**src/rtl/ours_axi_rd_arbiter.sv**
```systemverilog
// Two-to-one AXI read arbiter: round-robin AR grant into a registered slot, in-order R routing via a route FIFO.
// Optional sticky orphan-R error flag enabled by defining OURS_AXI_RD_ARB_ERR_EN.
module ours_axi_rd_arbiter #(
  parameter int AR_WIDTH        = 32,
  parameter int R_WIDTH         = 64,
  parameter int R_LAST_BIT      = 0,
  parameter int MAX_OUTSTANDING = 4
) (
  input  logic                clk,
  input  logic                rstn,
  input  logic                slave0_ar_valid,
  input  logic [AR_WIDTH-1:0] slave0_ar_info,
  output logic                slave0_ar_ready,
  input  logic                slave1_ar_valid,
  input  logic [AR_WIDTH-1:0] slave1_ar_info,
  output logic                slave1_ar_ready,
  output logic                slave0_r_valid,
  output logic [R_WIDTH-1:0]  slave0_r_info,
  input  logic                slave0_r_ready,
  output logic                slave1_r_valid,
  output logic [R_WIDTH-1:0]  slave1_r_info,
  input  logic                slave1_r_ready,
  output logic                master_ar_valid,
  output logic [AR_WIDTH-1:0] master_ar_info,
  input  logic                master_ar_ready,
  input  logic                master_r_valid,
  input  logic [R_WIDTH-1:0]  master_r_info,
  output logic                master_r_ready
`ifdef OURS_AXI_RD_ARB_ERR_EN
  ,
  output logic                err_orphan_r
`endif
);

  localparam int PTR_W = (MAX_OUTSTANDING > 1) ? $clog2(MAX_OUTSTANDING) : 1;
  localparam int CNT_W = $clog2(MAX_OUTSTANDING) + 1;

  logic              live;
  logic              prio;
  logic [CNT_W-1:0]  count;
  logic [PTR_W-1:0]  wr_ptr;
  logic [PTR_W-1:0]  rd_ptr;
  logic              route_mem [MAX_OUTSTANDING];

  logic slot_free;
  logic grant;
  logic grant_sel;
  logic fifo_nonempty;
  logic head;
  logic push;
  logic pop;

  always_ff @(posedge clk or negedge rstn) begin
    if (!rstn) live <= 1'b0;
    else       live <= 1'b1;
  end

  // Occupancy is sampled at cycle start, so a same-cycle pop never unblocks a grant.
  always_comb begin
    slot_free     = !master_ar_valid || master_ar_ready;
    grant         = live && slot_free && (count < CNT_W'(MAX_OUTSTANDING)) &&
                    (slave0_ar_valid || slave1_ar_valid);
    grant_sel     = (slave0_ar_valid && slave1_ar_valid) ? prio : slave1_ar_valid;
    fifo_nonempty = (count != '0);
    head          = route_mem[rd_ptr];
  end

  assign slave0_ar_ready = grant && !grant_sel;
  assign slave1_ar_ready = grant && grant_sel;
  assign push            = grant;

  assign slave0_r_info  = master_r_info;
  assign slave1_r_info  = master_r_info;
  assign slave0_r_valid = fifo_nonempty && !head && master_r_valid;
  assign slave1_r_valid = fifo_nonempty && head && master_r_valid;
  assign master_r_ready = fifo_nonempty && (head ? slave1_r_ready : slave0_r_ready);
  assign pop            = master_r_valid && master_r_ready && master_r_info[R_LAST_BIT];

  always_ff @(posedge clk or negedge rstn) begin
    if (!rstn) begin
      master_ar_valid <= 1'b0;
      master_ar_info  <= '0;
      prio            <= 1'b0;
    end else if (grant) begin
      master_ar_valid <= 1'b1;
      master_ar_info  <= grant_sel ? slave1_ar_info : slave0_ar_info;
      prio            <= !grant_sel;
    end else if (master_ar_ready) begin
      master_ar_valid <= 1'b0;
    end
  end

  always_ff @(posedge clk) begin
    if (push) route_mem[wr_ptr] <= grant_sel;
  end

  // Pointers wrap naturally because the depth is a power of two.
  always_ff @(posedge clk or negedge rstn) begin
    if (!rstn) begin
      wr_ptr <= '0;
      rd_ptr <= '0;
      count  <= '0;
    end else begin
      if (push) wr_ptr <= wr_ptr + PTR_W'(1);
      if (pop)  rd_ptr <= rd_ptr + PTR_W'(1);
      case ({push, pop})
        2'b10:   count <= count + CNT_W'(1);
        2'b01:   count <= count - CNT_W'(1);
        default: count <= count;
      endcase
    end
  end

`ifdef OURS_AXI_RD_ARB_ERR_EN
  always_ff @(posedge clk or negedge rstn) begin
    if (!rstn)                                err_orphan_r <= 1'b0;
    else if (master_r_valid && !fifo_nonempty) err_orphan_r <= 1'b1;
  end
`endif

endmodule

```
**config.mk**
```make
export PLATFORM = sky130hd
export DESIGN_NAME = ours_axi_rd_arbiter
export DESIGN_NICKNAME = d
export VERILOG_FILES = /design/src/rtl/ours_axi_rd_arbiter.sv
export SDC_FILE = /design/constraint.sdc
export NUM_CORES = 1
export LEC_CHECK = 0
export ABC_AREA = 0
export CAP_MARGIN = 20
export CELL_PAD_IN_SITES_DETAIL_PLACEMENT = 0
export CELL_PAD_IN_SITES_GLOBAL_PLACEMENT = 1
export CORE_AREA = 2 2 117 119
export DETAILED_ROUTE_END_ITERATION = 7
export DIE_AREA = 0 0 119 121
export DONT_BUFFER_PORTS = 1
export PLACE_DENSITY = 0.47
export REMOVE_ABC_BUFFERS = 1
export SETUP_SLACK_MARGIN = 0.3
export SYNTH_ARGS = -nofsm -noshare
export SYNTH_HDL_FRONTEND = slang
export SYNTH_SLANG_ARGS = --single-unit
```
**constraint.sdc**
```tcl
create_clock -name clk -period 2.53 [get_ports clk]
set_input_delay 0.253 -clock clk [delete_from_list [all_inputs] [get_ports clk]]
set_output_delay 0.253 -clock clk [all_outputs]
set_load 0.03 [all_outputs]
```
==> results by group, run 1 <==
Floorplanning
  • Effective utilization at floorplan: 24.4%
  • Height of the die: 121 µm
  • Number of top-level pins: 302
  • Die outline width: 119 µm
  • Total Die Area: 14400 µm²
  • Placeable Area: 13100 µm²
  • Row Count: 42

Drt
  • Number of detailed-routing iterations run before antenna repair: 6
  • Via Count: 1876
  • Average via count per standard cell: 4.80
  • Number of DRC violations after detailed-routing iteration 0: 115
  • Number of nets still failing antenna checks after routing: 0
  • Final Routed Wirelength: 16400 µm
  • Total length of routed met2 wires: 6580 µm
  • Highest metal layer with signal wires: met5
  • Drt drc: 0
  • Met3 wire length: 4520 µm
  • Detail-routed net length per standard cell: 41.8 µm
  • Met1 wire length: 3910 µm

Clocking
  • TritonCTS buffer count: 5
  • CTS tree: built
  • Clock insertion delay at the later pin of the skew report: 300 ps
  • Clk sink count: 46
  • Clock slew at reported path FFs: 70 ps
  • Max clock buf depth: 2
  • Clk Tree Root Cell: clkbuf_16
  • Maximum level of the CTS H-tree: 2

Setup path
  • Arrival time reported for the critical path endpoint: 2390 ps
  • Type of element launching the critical path: flip-flop
  • CP Class: reg2reg
  • Top fanout value on the critical path: 3
  • WP data required: 2750 ps
  • Capturing element type of the critical path: flip-flop

GRT
  • Largest net degree at the start of global routing: 73
  • Remaining Overflow, GRT: 0
  • Initial antenna violation count: 0
  • Via count of the first global-routing pass: 1763
  • Global Route Usage Sum: 22.5%
  • Global-route wire length before repair: 20500 µm

Cells and area
  • Number of nets at the end of the flow: 356
  • Leading cell types in the layout, fill and taps excluded: 41 x dfrtp_1, 39 x nor2_1, 36 x mux2i_1
  • Filler cell count: 1449
  • Layout overhead on the synthesized area: -14.8%
  • Number of antenna cells inserted: 0
  • Leading cell type in the layout, fill and taps excluded: dfrtp_1
  • Share of cells above drive strength 1: 14.9%
  • Design Area, Final: 2720 µm²

Synthesis
  • Share of async-settable or async-resettable flops after synthesis: 91.3%
  • Syn Area/Cell: 9.55 µm²
  • Sequential cell area fraction in the yosys report: 36.7%
  • Most instantiated flip-flop cell in the synthesis netlist: dfrtp_1
  • Post-synthesis cell type count: 26
  • Number of synthesized flops with an enable pin: 4
  • Top cell type's share of synthesized area: 33.0%
  • Synthesis Warnings: 0
  • Post-synthesis sequential element count: 46
  • Most area-hungry cell type in the Yosys netlist: dfrtp_1
  • Top post-synthesis cells by area: dfrtp_1 33%, buf_4 30%, mux2i_1 12%
  • Post-Synthesis Cell Area: 3190 µm²
  • Number of instances in the synthesized netlist: 334

Timing
  • Fraction of the cycle the final worst path needs: 85.6%
  • Setup Viol. Count Final: 0
  • Slew at the pin closest to its max-slew limit: 733 ps
  • Highest clock rate: 462 MHz
  • Final setup skew: 4.58 ps
  • Minimum period implied by the final worst setup slack: 2160 ps
  • RSZ-0062 raised after global routing: yes
  • Number of endpoints with negative hold slack in the final report: 0
  • Max-slew violation total from the final report: 0
  • Final-layout setup total negative slack: 0 ps
  • Worst slew margin: 51.1%

Power and ir drop
  • Worst VDD drop: 0.360 mV
  • Power density normalized to cell area: 1350 nW/µm²
  • Leakage power: 0.00118 µW

Placement
  • HPWL after detailed placement: 13700 µm
  • Post-DP Area: 2430 µm²
  • Count of input and output buffers: 0
  • RD Place Congestion: 0.817

Hold path
  • Hold Path Class: in2reg

Run status
  • Run status: completed

Flow run
  • Max capacitance violation total: 0
critical path, cell delays in order (launching register included):
cell     delay [ps]
dfrtp_2         410
mux2i_2         290
mux2i_2         140
mux2i_1         150
nor2_1          130
ha_2            190
inv_1            50
fa_2            330
xor2_1          140
nor2_1          120
xnor2_1         120
per-stage QoR:
stage | setup WS, ps | instances | power (µW) | hold WS (ps) | util [%]
floorplan | -961 | 194 | 2470 | -42.6 | -
global placement | 361 | 377 | 2680 | -40.7 | 18.6
detailed placement | 298 | 377 | 2710 | -40.4 | 18.6
CTS | 300 | 387 | 3680 | 136 | 20.5
global route | 196 | 391 | 3910 | 152 | 20.7
finish | 366 | 391 | 3650 | 150 | 20.7
cell type report:
cell class                 instances  area (µm²)  area share, %
multi-input combinational        139         970           35.7
clock buffer                       6         139           5.12
inverter                           9        33.8           1.24
timing repair buffer              13         120           4.42
sequential                        46        1170           43.2
clock inverter                     2        60.1           2.21
tap                              176         220           8.11
path summary, 6_finish.rpt:
kind,startpoint,end,slack [ps],cells past startpoint
max,rd_ptr[1],count[2],370,10
min,master_ar_ready,master_ar_valid,150,2
max reg2reg,rd_ptr[1],count[2],370,10
min reg2reg,rd_ptr[1],rd_ptr[1],530,1
max in group asynchronous,rstn,master_ar_info[3],1780,2
min in group asynchronous,rstn,count[0],490,2
routing by layer:
layer	track usage [%]	vias to the layer above
li1	-	714
met1	15.5	807
met2	31.0	307
met3	29.3	42
met4	14.0	6
met5	11.4	-
sequential cells by signal (all words and copies together) (netlist names):
name,cells
route_mem,4
master_ar_info,32
master_ar_valid,1
rd_ptr,2
count,3
live,1
wr_ptr,2
prio,1
synth_stat cells (2+ instances only):
cell type	n
mux2i_1	39
xor2_1	2
edfxtp_1	4
buf_4	129
buf_6	3
o21ai_1	2
xnor2_1	3
nand2_1	2
dfrtp_1	42
o31ai_1	2
inv_2	3
ha_1	5
a21oi_1	32
inv_1	6
nor2_1	39
and2_1	4
buf_2	8
cell families (layout without fill, tap and decap cells):
logic type / count (synthesis) / in the layout / share of synthesized area [%]
buffers and inverters: 149 / 30 / 33.8
AOI/OAI and AO/OA: 40 / 40 / 6.79
xor gates and xnor gates: 5 / 5 / 1.37
and+or+nand+nor: 48 / 48 / 6.40
muxes: 39 / 39 / 12.2
adders and majority gates: 6 / 6 / 2.59
other: 1 / 1 / 0.118
DFF: 46 / 46 / 36.7
repair_timing:
action                                 CTS  global route
pin swaps                                0             4
setup endpoints to repair                1             2
setup buffers                            0             4
hold buffers                             2             0
endpoints found under the hold margin   42             0
cloned                                   0             0
resized for setup                        3             3
power by group:
part           total, µW  internal [µW]  switching, µW
Clock                897            594            304
Sequential          1850           1070            775
Combinational        909            398            511
Total               3650           2060           1590
No activity file was read; power rests on OpenSTA's default activity.
==> run 2: changes to the inputs <==
--- a/config.mk
+++ b/config.mk
@@ -5,15 +5,14 @@
 export SDC_FILE = /design/constraint.sdc
 export NUM_CORES = 1
 export LEC_CHECK = 0
-export ABC_AREA = 0
 export CAP_MARGIN = 20
 export CELL_PAD_IN_SITES_DETAIL_PLACEMENT = 0
 export CELL_PAD_IN_SITES_GLOBAL_PLACEMENT = 1
-export CORE_AREA = 2 2 117 119
+export CORE_AREA = 10 10 108 110
 export DETAILED_ROUTE_END_ITERATION = 7
-export DIE_AREA = 0 0 119 121
+export DIE_AREA = 0 0 118 120
 export DONT_BUFFER_PORTS = 1
-export PLACE_DENSITY = 0.47
+export PLACE_DENSITY = 0.62
 export REMOVE_ABC_BUFFERS = 1
 export SETUP_SLACK_MARGIN = 0.3
 export SYNTH_ARGS = -nofsm -noshare
==> results by group, run 2 (synthesis results as in run 1) <==
Cells and area
  • Max reg flops: 32
  • Post-route core utilization: 27.0%
  • Filler cell count: 1050
  • Share of cells above drive strength 1: 14.4%
  • Area taken by multi-input logic gates: 970 µm²
  • Leading cell types in the layout, fill and taps excluded: 42 x dfrtp_1, 39 x nor2_1, 36 x mux2i_1
  • Number of nets at the end of the flow: 356
  • Layout overhead on the synthesized area: -19.3%
  • Leading cell type in the layout, fill and taps excluded: dfrtp_1
  • Area occupied by registers: 1170 µm²
  • Number of antenna cells inserted: 0
  • Registers with the most flip-flops: master_ar_info x32, route_mem x4, count x3
  • Register with the most flip-flops: master_ar_info

Setup path
  • WP data required: 2760 ps
  • Count of buffering cells on the critical path with inverters included: 1
  • Worst-path cell chain: mux2i_2 > mux2i_2 > mux2i_1 > nor2_1 > ha_2 > inv_1 > fa_2 > xor2_1 > nor2_1 > xnor2_1
  • Top fanout value on the critical path: 3
  • Critical register-to-register path startpoint: rd_ptr[1]
  • Largest stage delay on the critical path: 430 ps
  • Capturing element type of the critical path: flip-flop
  • CP Class: reg2reg
  • Type of element launching the critical path: flip-flop
  • Slowest cell on the critical path: dfrtp_1
  • Levels on crit path: 10
  • Worst setup startpoint: rd_ptr[1]
  • Cell class contributing the biggest share of worst-path delay: multiplexers
  • Cell count of the worst reg-to-reg path: 10
  • Arrival time reported for the critical path endpoint: 2450 ps

Hold path
  • Worst hold path depth: 2
  • Hold Path Class: in2reg
  • Worst min-delay path startpoint: slave1_ar_info[26]

Floorplanning
  • Row Count: 36
  • Height of the die: 120 µm
  • Total Die Area: 14200 µm²
  • Die outline width: 118 µm
  • Number of top-level pins: 302
  • Effective utilization at floorplan: 33.4%
  • Placeable Area: 9550 µm²

Timing
  • RSZ-0062 raised after global routing: yes
  • Minimum period implied by the final worst setup slack: 2220 ps
  • Highest clock rate: 451 MHz
  • Fraction of the cycle the final worst path needs: 87.7%
  • Slew at the pin closest to its max-slew limit: 693 ps
  • Final setup skew: 15.5 ps
  • Worst slew margin: 53.6%
  • Number of endpoints with negative hold slack in the final report: 0
  • Max-slew violation total from the final report: 0
  • Crit path setup slack, layout: 311 ps
  • Setup Viol. Count Final: 0

GRT
  • Largest net degree at the start of global routing: 73
  • Remaining Overflow, GRT: 0
  • Global Route Usage Sum: 22.5%
  • Via count of the first global-routing pass: 1994
  • Global-route wire length before repair: 21000 µm
  • Initial antenna violation count: 0

Clocking
  • Max clock buf depth: 2
  • Clk sink count: 46
  • Maximum level of the CTS H-tree: 2
  • Clock insertion delay at the later pin of the skew report: 310 ps
  • CTS tree: built
  • TritonCTS buffer count: 5
  • Clock slew at reported path FFs: 100 ps
  • Clk Tree Root Cell: clkbuf_8

Drt
  • Number of DRC violations after detailed-routing iteration 0: 76
  • Final Routed Wirelength: 16700 µm
  • Via Count: 1806
  • Detail-routed net length per standard cell: 48.0 µm
  • Number of nets still failing antenna checks after routing: 0
  • Drt drc: 0
  • Average via count per standard cell: 5.19
  • Number of detailed-routing iterations run before antenna repair: 4

Power and ir drop
  • Worst VDD drop: 0.410 mV
  • Power density normalized to cell area: 1300 nW/µm²
  • Leakage power: 0.00114 µW

Placement
  • HPWL after detailed placement: 14800 µm
  • Dpl ws: 261 ps
  • Count of input and output buffers: 0
  • RD Place Congestion: 0.912

Run status
  • Run status: completed

Flow run
  • Max capacitance violation total: 0
[run 2: cell count changes in the layout (fill, tap and decap cells not counted)]
cell	before	now
inv_6	0	1
dfrtp_2	1	0
clkinv_2	0	1
clkbuf_16	5	0
dfrtp_1	41	42
clkbuf_8	1	5
bufinv_16	2	1
[run 2: layer usage]
metal	global-route usage, %	part of all wire, %	vias up
met2	32.4	42	275
met4	15.1	7.1	2
li1	-	-	720
met1	14.2	22	775
met3	29.9	27	34
met5	5.21	0.62	-
[run 2: repair_timing]
action,in CTS,in global routing
hold buffers,2,0
setup endpoints to repair,1,1
pin swaps,0,4
hold endpoints to repair,42,0
resized for setup,3,2
setup buffers,1,3
[run 2: stage by stage]
| step | cell area [µm²] | total power (µW) | setup TNS (ps) | hold slack [ps] | cells |
|---|---|---|---|---|---|
| floorplan | 2150 | 2470 | -24220 | -42.6 | 194 |
| global placement | 2380 | 2690 | 0 | -40.4 | 334 |
| detailed placement | 2380 | 2730 | 0 | -40.9 | 334 |
| CTS | 2550 | 3380 | 0 | 144 | 345 |
| global route | 2570 | 3570 | 0 | 138 | 348 |
| finish | 2570 | 3340 | 0 | 152 | 348 |
[run 2: worst paths after layout]
path / endpoint / slack, ps
max in group asynchronous: wr_ptr[0] / 1830
max: count[2] / 310
min: master_ar_info[26] / 150
min reg2reg: count[0] / 540
max reg2reg: count[2] / 310
min in group asynchronous: rd_ptr[0] / 480
[run 2: final cells by class]
type	count	area share, %
Timing Repair Buffer	13	4.67
Clock buffer	5	2.67
Clock inverter	3	1.70
Sequential cell	46	45.5
Tap cell	133	6.47
Multi-Input combinational cell	139	37.7
Inverter	9	1.31
[run 2: where the power goes]
group,internal [µW],leakage [µW],switching [µW]
clock,297,0.0000585,274
sequential,1070,0.000506,792
combinational,406,0.000575,508
total,1770,0.00114,1570
==> run 3: changes to the inputs <==
--- a/config.mk
+++ b/config.mk
@@ -5,14 +5,15 @@
 export SDC_FILE = /design/constraint.sdc
 export NUM_CORES = 1
 export LEC_CHECK = 0
+export ABC_AREA = 1
 export CAP_MARGIN = 20
 export CELL_PAD_IN_SITES_DETAIL_PLACEMENT = 0
 export CELL_PAD_IN_SITES_GLOBAL_PLACEMENT = 1
-export CORE_AREA = 10 10 108 110
+export CORE_AREA = 10 10 110 112
 export DETAILED_ROUTE_END_ITERATION = 7
-export DIE_AREA = 0 0 118 120
+export DIE_AREA = 0 0 120 122
 export DONT_BUFFER_PORTS = 1
-export PLACE_DENSITY = 0.62
+export PLACE_DENSITY = 0.61
 export REMOVE_ABC_BUFFERS = 1
 export SETUP_SLACK_MARGIN = 0.3
 export SYNTH_ARGS = -nofsm -noshare
==> results by group, run 3 <==
Timing
  • Minimum period implied by the final worst setup slack: 2170 ps
  • Max-slew violation total from the final report: 0
  • Final setup skew: 10.2 ps
  • Slew at the pin closest to its max-slew limit: 893 ps
  • Worst slew margin: 40.4%
  • Final-layout setup total negative slack: 0 ps
  • Final Hold Slack: 56.4 ps
  • Highest clock rate: 460 MHz
  • RSZ-0062 raised after global routing: yes
  • Number of endpoints with negative hold slack in the final report: 0
  • Setup Viol. Count Final: 0
  • Fraction of the cycle the final worst path needs: 85.9%

Clocking
  • Clk Tree Root Cell: clkbuf_8
  • Clock insertion delay at the later pin of the skew report: 310 ps
  • Maximum level of the CTS H-tree: 2
  • TritonCTS buffer count: 5
  • Clk sink count: 46
  • CTS tree: built
  • Clock slew at reported path FFs: 100 ps
  • Max clock buf depth: 2

Drt
  • Drt drc: 0
  • Via Count: 1931
  • Number of detailed-routing iterations run before antenna repair: 4
  • Average via count per standard cell: 4.93
  • Final Routed Wirelength: 16800 µm
  • Number of DRC violations after detailed-routing iteration 0: 126
  • Number of nets still failing antenna checks after routing: 0
  • Detail-routed net length per standard cell: 42.8 µm

Placement
  • Placed cells: 380
  • HPWL after detailed placement: 14200 µm
  • RD Place Congestion: 0.921
  • Count of input and output buffers: 0
  • Post-DP Area: 2290 µm²

Floorplanning
  • Height of the die: 122 µm
  • Die outline width: 120 µm
  • Effective utilization at floorplan: 31.1%
  • Total Die Area: 14600 µm²
  • Row Count: 37
  • Placeable Area: 10000 µm²
  • Number of top-level pins: 302

GRT
  • Initial antenna violation count: 0
  • Global Route Usage Sum: 21.5%
  • Largest net degree at the start of global routing: 43
  • Via count of the first global-routing pass: 2052
  • Global-route wire length before repair: 20900 µm
  • Remaining Overflow, GRT: 0

Setup path
  • Capturing element type of the critical path: output pin
  • Arrival time reported for the critical path endpoint: 1920 ps
  • WP data required: 2280 ps
  • CP Class: reg2out
  • Top fanout value on the critical path: 17
  • Type of element launching the critical path: flip-flop

Power and ir drop
  • Worst VDD drop: 0.422 mV
  • Leakage power: 0.00114 µW
  • Power density normalized to cell area: 1300 nW/µm²

Synthesis
  • Dominant cell by count in the synthesized netlist: buf_4
  • Number of instances in the synthesized netlist: 379
  • Top cell type's share of synthesized area: 33.7%
  • Sequential cell area fraction in the yosys report: 37.5%
  • Share of async-settable or async-resettable flops after synthesis: 91.3%
  • Top post-synthesis cells by area: dfrtp_1 34%, buf_4 31%, nand2_1 13%
  • Most area-hungry cell type in the Yosys netlist: dfrtp_1
  • Most numerous cell types in the synthesized netlist: 128 x buf_4, 110 x nand2_1, 42 x dfrtp_1, 36 x nand3_1, 16 x inv_1
  • Number of synthesized flops with an enable pin: 4
  • Post-synthesis cell type count: 25
  • Synthesis Warnings: 0
  • Post-synthesis sequential element count: 46
  • Most instantiated flip-flop cell in the synthesis netlist: dfrtp_1
  • Syn Area/Cell: 8.24 µm²
  • Post-Synthesis Cell Area: 3120 µm²

Cells and area
  • Max reg flops: 32
  • Design Area, Final: 2470 µm²
  • Leading cell types in the layout, fill and taps excluded: 109 x nand2_1, 42 x dfrtp_1, 32 x nand3_1
  • Register with the most flip-flops: master_ar_info
  • Share of cells above drive strength 1: 10.5%
  • Final instance count without filler cells: 392
  • Post-route core utilization: 24.6%
  • Number of antenna cells inserted: 0
  • Number of nets at the end of the flow: 397
  • Layout overhead on the synthesized area: -20.7%
  • Leading cell type in the layout, fill and taps excluded: nand2_1
  • Registers with the most flip-flops: master_ar_info x32, route_mem x4, count x3

Hold path
  • Hold Path Class: in2reg

Flow run
  • Max capacitance violation total: 0

Run status
  • Run status: completed
-- run 3: cell types whose count changed after synthesis, sizes merged, moves of 8 or more --
cell,change
a21oi,-28
nand2,+108
nor2,-31
nand3,+37
mux2i,-39
inv,+8
-- run 3: cells by family (layout without fill, tap and decap cells) --
| group | count (synthesis) | in the layout | share of synthesized area, % |
|---|---|---|---|
| compound gates | 7 | 7 | 1.92 |
| xor+xnor | 4 | 4 | 1.12 |
| fa+ha+maj | 6 | 6 | 2.65 |
| buf+inv | 156 | 31 | 35.1 |
| flops | 46 | 46 | 37.5 |
| other cells | 1 | 1 | 0.120 |
| simple gates | 159 | 161 | 21.6 |
-- run 3: report_power, final --
group	internal (µW)	total, µW	switching, µW	leakage [µW]
Combinational	321	860	540	0.000528
Clock	297	582	286	0.0000585
Sequential	1050	1780	730	0.000555
-- run 3: worst paths after layout --
check                      slack, ps                from  depth (start not counted)                 end
setup / recovery                 360     master_ar_valid                          3     slave0_ar_ready
hold / removal                    60  slave1_ar_info[25]                          2  master_ar_info[25]
setup reg to reg                 440           rd_ptr[0]                         14            count[2]
hold reg to reg                  490            count[0]                          1            count[0]
max in group asynchronous       1860                rstn                          2  master_ar_info[11]
min in group asynchronous        440                rstn                          2  master_ar_info[28]
-- run 3: layer usage --
layer  vias to the layer above  global-route usage (%)  share of wire (%)
met3                        16                    25.9                 25
met5                         -                    5.26               0.58
met2                       251                    32.9                 45
met1                       866                    16.7                 28
li1                        796                       -                  -
met4                         2                    5.73                2.1
-- run 3: what timing repair did --
item                                    CTS  global route
endpoints found under the hold margin    42             0
cloned                                    0             2
hold buffers                              2             0
setup buffers                             0             0
pin swaps                                 0             4
gates resized for setup                   0             8
endpoints found under the setup margin    2             8
-- run 3: per-stage QoR --
step / setup slack (ps) / power (µW)
final: 358 / 3220
after global routing: 239 / 3460
after CTS: 195 / 3220
after detailed placement: 322 / 2600
after global placement: 388 / 2580
after floorplan: 221 / 2330
-- run 3: area by class of cell --
class                   instances  area (µm²)
inverters                      18        67.6
repair buffers                  5        60.1
fillers                      1100        7570
clock buffers                   5        68.8
multi-input cells             179         893
well taps                     136         170
flip-flops and latches         46        1170
clock inverters                 3        43.8
-- run 3: worst max-delay path: stages, from the launching register on --
cell	delay (ps)
dfrtp_1	510
nand2_1	190
o2111ai_4	270
nor2_4	620
==> RTL change 1: new RTL, flow settings as in run 2 <==
Change the parameter `R_WIDTH` from 64 to 32.
--- a/src/rtl/ours_axi_rd_arbiter.sv
+++ b/src/rtl/ours_axi_rd_arbiter.sv
@@ -4,3 +4,3 @@
   parameter int AR_WIDTH        = 32,
-  parameter int R_WIDTH         = 64,
+  parameter int R_WIDTH         = 32,
   parameter int R_LAST_BIT      = 0,
Interface: changed (resized master_r_info, slave0_r_info and slave1_r_info); port bits go from 302 to 206. No check against the original RTL was run, so the function may have changed too.
==> RTL change 1 against run 2 <==
Sequential cell count unchanged; wire length down 52%; critical path depth unchanged; cell area is 0.49% higher; combinational power up 0.8%; highest routed layer is now met4; largest power group unchanged; synthesized cell count down 19%; first-iteration DRC count down 17%; synthesized area is 15% lower; setup slack improved by 13 ps; worst hold slack gained 5.7 ps; total power hardly changed.
==> RTL change 1: results (changes against run 2) <==
Global routing
  – Met3 Usage GRT: 11.0% (-19 points)
  – Global-route wire length before repair: 11600 um (-45%)
  – Total GRT Usage: 10.8% (-12 points)

Logic synthesis
  – Mean Syn Cell Area: 10.0 sq um (+5.1%)
  – Post-Synth Adder-Cell Area: 3.05% (+0.46 points)
  – Post-synthesis compound-gate area fraction: 7.99% (+1.2 points)
  – Sequential-to-total area share from yosys stat: 43.3% (+6.5 points)
  – XOR/XNOR Fraction of Synth Area: 1.62% (+0.24 points)
  – Commonest cells in the netlist: buf_4 (65), dfrtp_1 (42), mux2i_1 (39), nor2_1 (39), a21oi_1 (32)
  – Mux cell area share after synthesis: 14.4% (+2.2 points)

Power
  – Clock power share: 16.6% (-0.5 points)
  – Gate power share: 27.6% (+0.3 points)

Place
  – Detail Placement HPWL: 6250 um (-58%)
  – Pre-CTS WS: 263 ps (+2.19 ps)
  – Placed Instances: 333 (-0.30%)

Critical path
  – CP max stage delay: 450 ps (+20 ps)
  – Arr. time, crit path: 2420 ps (-30 ps)
  – Crit-path slowest cell: dfrtp_2

STA
  – Max_slew headroom: 54.4% (+0.76 points)
  – Hold_ws: 158 ps (+5.73 ps)

Status
  – Outcome: complete, no violations

Route
  – Vias/cell: 4.51 (-13%)
  – DRT iter0 DRCs: 63 (-17%)
  – WL met2: 3130 um (-56%)
  – Final WL: 8050 um (-52%)

Min path
  – Hold path start: master_ar_ready

Finish
  – Final net count: 322 (-9.6%)
  – Final cell count without fillers: 346 (-0.57%)
-- RTL change 1: cell types whose count changed after synthesis --
cell / run 2 / this run
buf_4: 129 / 65
-- RTL change 1: kinds of logic (layout without fill, tap and decap cells) --
family | after synthesis | after routing
AND/OR/NAND/NOR | 48 | 48
XOR/XNOR | 5 | 5
AO/OA/AOI/OAI | 40 | 40
buffers and inverters | 85 | 28
other | 1 | 1
multiplexers | 39 | 39
adder cells (fa/ha/maj) | 6 | 6
flip-flops | 46 | 46
-- RTL change 1: what timing repair did --
action | 4_1_cts | 5_1_grt
hold endpoints to repair | 42 | 0
gates resized for setup | 4 | 6
buffers inserted | 0 | 3
hold buffers | 2 | 0
pin swaps | 0 | 4
setup endpoints to repair | 1 | 2
-- RTL change 1: final cells by class --
class                      instances  area (sq um)
clock inverter                     2          36.3
timing repair buffer              11           105
inverter                           9          33.8
clock buffer                       6          72.6
tap                              133           166
fill                            1023          6960
multi-input combinational        139          1000
sequential                        46          1170
==> RTL change 2: new RTL, flow settings as in run 2 <==
Made on the original files. Build with the macro `OURS_AXI_RD_ARB_ERR_EN` defined.
--- a/src/rtl/ours_axi_rd_arbiter.sv
+++ b/src/rtl/ours_axi_rd_arbiter.sv
@@ -2,2 +2,4 @@
 // Optional sticky orphan-R error flag enabled by defining OURS_AXI_RD_ARB_ERR_EN.
+`define OURS_AXI_RD_ARB_ERR_EN
+
 module ours_axi_rd_arbiter #(
Function (old outputs only; new: err_orphan_r): kept (equiv_simple and equiv_induct, registers matched by name and starting in step).
==> RTL change 2 against run 2 <==
Wire length down 3.9%; synthesized area up 1.2%; synthesized cell count up 1.2%; clock power down 9.8%; total power up 0.32%; critical path type unchanged; cell area up 1.4%; sequential share of layout area up 0.40 points; sequential cell count up 1; first-iteration DRC count up 45%; global-route usage down 0.73 points; largest power group unchanged; count of clock-buffer cells in the layout up 2; setup slack better by 30 ps.
==> RTL change 2: results (changes against run 2) <==
Power
  – Seq group: 1920 uW (+3%)
  – Leakage: 0.00114 uW (+0.30%)
  – Combinational logic power: 922 uW (+0.9%)
  – Max VDD drop: 533 uV (+30%)
  – Sw Share: 47.5% (+0.46 points)
  – Int Pwr: 1760 uW (-0.56%)

Route
  – DRT iter0 DRCs: 110 (+45%)
  – Met1 Wirelength: 4120 um (+9.8%)
  – Avg WL per Cell: 46.0 um (-4.2%)
  – Vias/cell: 5.00 (-3.6%)
  – DRT Pass-1 Iters: 4 (unchanged)
  – Met3 wire length: 4100 um (-11%)
  – Max Used Layer: met5
  – WL met2: 7170 um (+1.5%)
  – Final WL: 16000 um (-3.9%)

Place
  – Routability cong.: 0.882 (-3.3%)
  – Pre-CTS WS: 280 ps (+18.8 ps)
  – IO buf count: 0 (unchanged)
  – Placed Instances: 335 (+0.30%)
  – Detail Placement HPWL: 14200 um (-3.8%)

Critical path
  – Arr. time, crit path: 2420 ps (-30 ps)
  – Worst-path maximum fanout: 3 (unchanged)
  – Reg2Reg Depth: 10 (unchanged)
  – Crit-path slowest cell: dfrtp_2
  – R2r startpoint: rd_ptr[1]
  – Top delay family on crit path: multiplexers
  – CP max stage delay: 460 ps (+30 ps)
  – Reg2reg setup slack: 340 ps (+30 ps)

Finish
  – Final net count: 357 (+0.28%)
  – Share of layout cells above drive strength 1: 12.5% (-1.9 points)
  – Filler cells: 1029 (-2.0%)

Global routing
  – Global-route wire length before repair: 20500 um (-2.2%)
  – Vias in the first global route: 1979 (-0.75%)
  – Met2 GRT Util: 32.9% (+0.49 points)
  – Total GRT Usage: 21.7% (-0.73 points)
  – Met3 Usage GRT: 26.4% (-3.5 points)
  – Met1 usage: 16.1% (+1.9 points)

CTS
  – Clock latency on the worst-skew pair: around 300 ps
  – CTS H-Tree Depth: 2 (unchanged)

Logic synthesis
  – Synth Warn #: 0 (unchanged)
  – Asr flop ratio synth: 91.5% (+0.19 points)
  – Distinct cell type count after synthesis: 27 (+3.8%)
  – Mean Syn Cell Area: 9.55 sq um (about the same)
  – Sequential-to-total area share from yosys stat: 37.1% (+0.33 points)
  – Area contributors post-synth: dfrtp_1 (33%), buf_4 (30%), mux2i_1 (12%)
  – Commonest cells in the netlist: buf_4 (129), dfrtp_1 (43), nor2_1 (40), mux2i_1 (39), a21oi_1 (32)

STA
  – Worst Skew: 8.45 ps (-7.09 ps)
  – Max_slew headroom: 54.2% (+0.64 points)

Min path
  – Hold depth: 1 (-1)
  – Min-delay worst type: input pin to flip-flop
  – Hold path start: master_r_valid
  – Hold EP: err_orphan_r

Status
  – Outcome: complete, no violations
RTL change 2: cell types whose count changed after synthesis, sizes merged:
cell	before	now
nand2	2	3
nor2	39	40
nand3	0	1
or3	0	1
a31oi	1	0
o311ai	1	0
nor3	0	1
a21o	0	1
dfrtp	42	43
o31ai	2	1
RTL change 2: kinds of logic (layout without fill, tap and decap cells):
family          after synthesis  count (layout)  synth area share [%]
flops                        47              47                  37.1
compound gates               38              38                  6.24
simple gates                 53              53                  7.21
fa+ha+maj                     6               6                  2.56
buf+inv                     149              27                  33.3
other cells                   1               1                 0.116
xor+xnor                      5               5                  1.36
mux                          39              39                  12.1
RTL change 2: how the worst max path moves through the flow:
stage,endpoint,startpoint,depth (start not counted)
after floorplan,slave0_ar_ready,prio,3
after global placement,count[2],rd_ptr[1],10
after detailed placement,count[2],rd_ptr[1],10
after CTS,count[2],rd_ptr[1],10
after global routing,count[2],rd_ptr[1],10
final,count[2],rd_ptr[1],10
RTL change 2: final cells by class:
cell class,instances,share of cell area (%)
Sequential cell,47,45.9
Multi-Input combinational cell,142,38.7
Tap cell,133,6.38
Timing Repair Buffer,10,3.74
Clock buffer,7,3.69
Inverter,9,1.29
Clock inverter,1,0.288
RTL change 2: metrics by stage:
stage | util, % | setup TNS [ps] | instance area, sq um | hold WS [ps]
after floorplan | - | -24630 | 2180 | -42.6
after global placement | 25.1 | 0 | 2390 | -41.0
after detailed placement | 25.1 | 0 | 2390 | -41.0
after CTS | 26.7 | 0 | 2550 | 56.8
after global routing | 27.3 | 0 | 2610 | 52.5
final | 27.3 | 0 | 2610 | 69.4
RTL change 2: what timing repair did:
item,in CTS,in global routing
resized for setup,1,8
pin swaps,0,3
setup endpoints to repair,1,2
buffers inserted,2,2
hold buffers,2,0
hold endpoints to repair,43,0
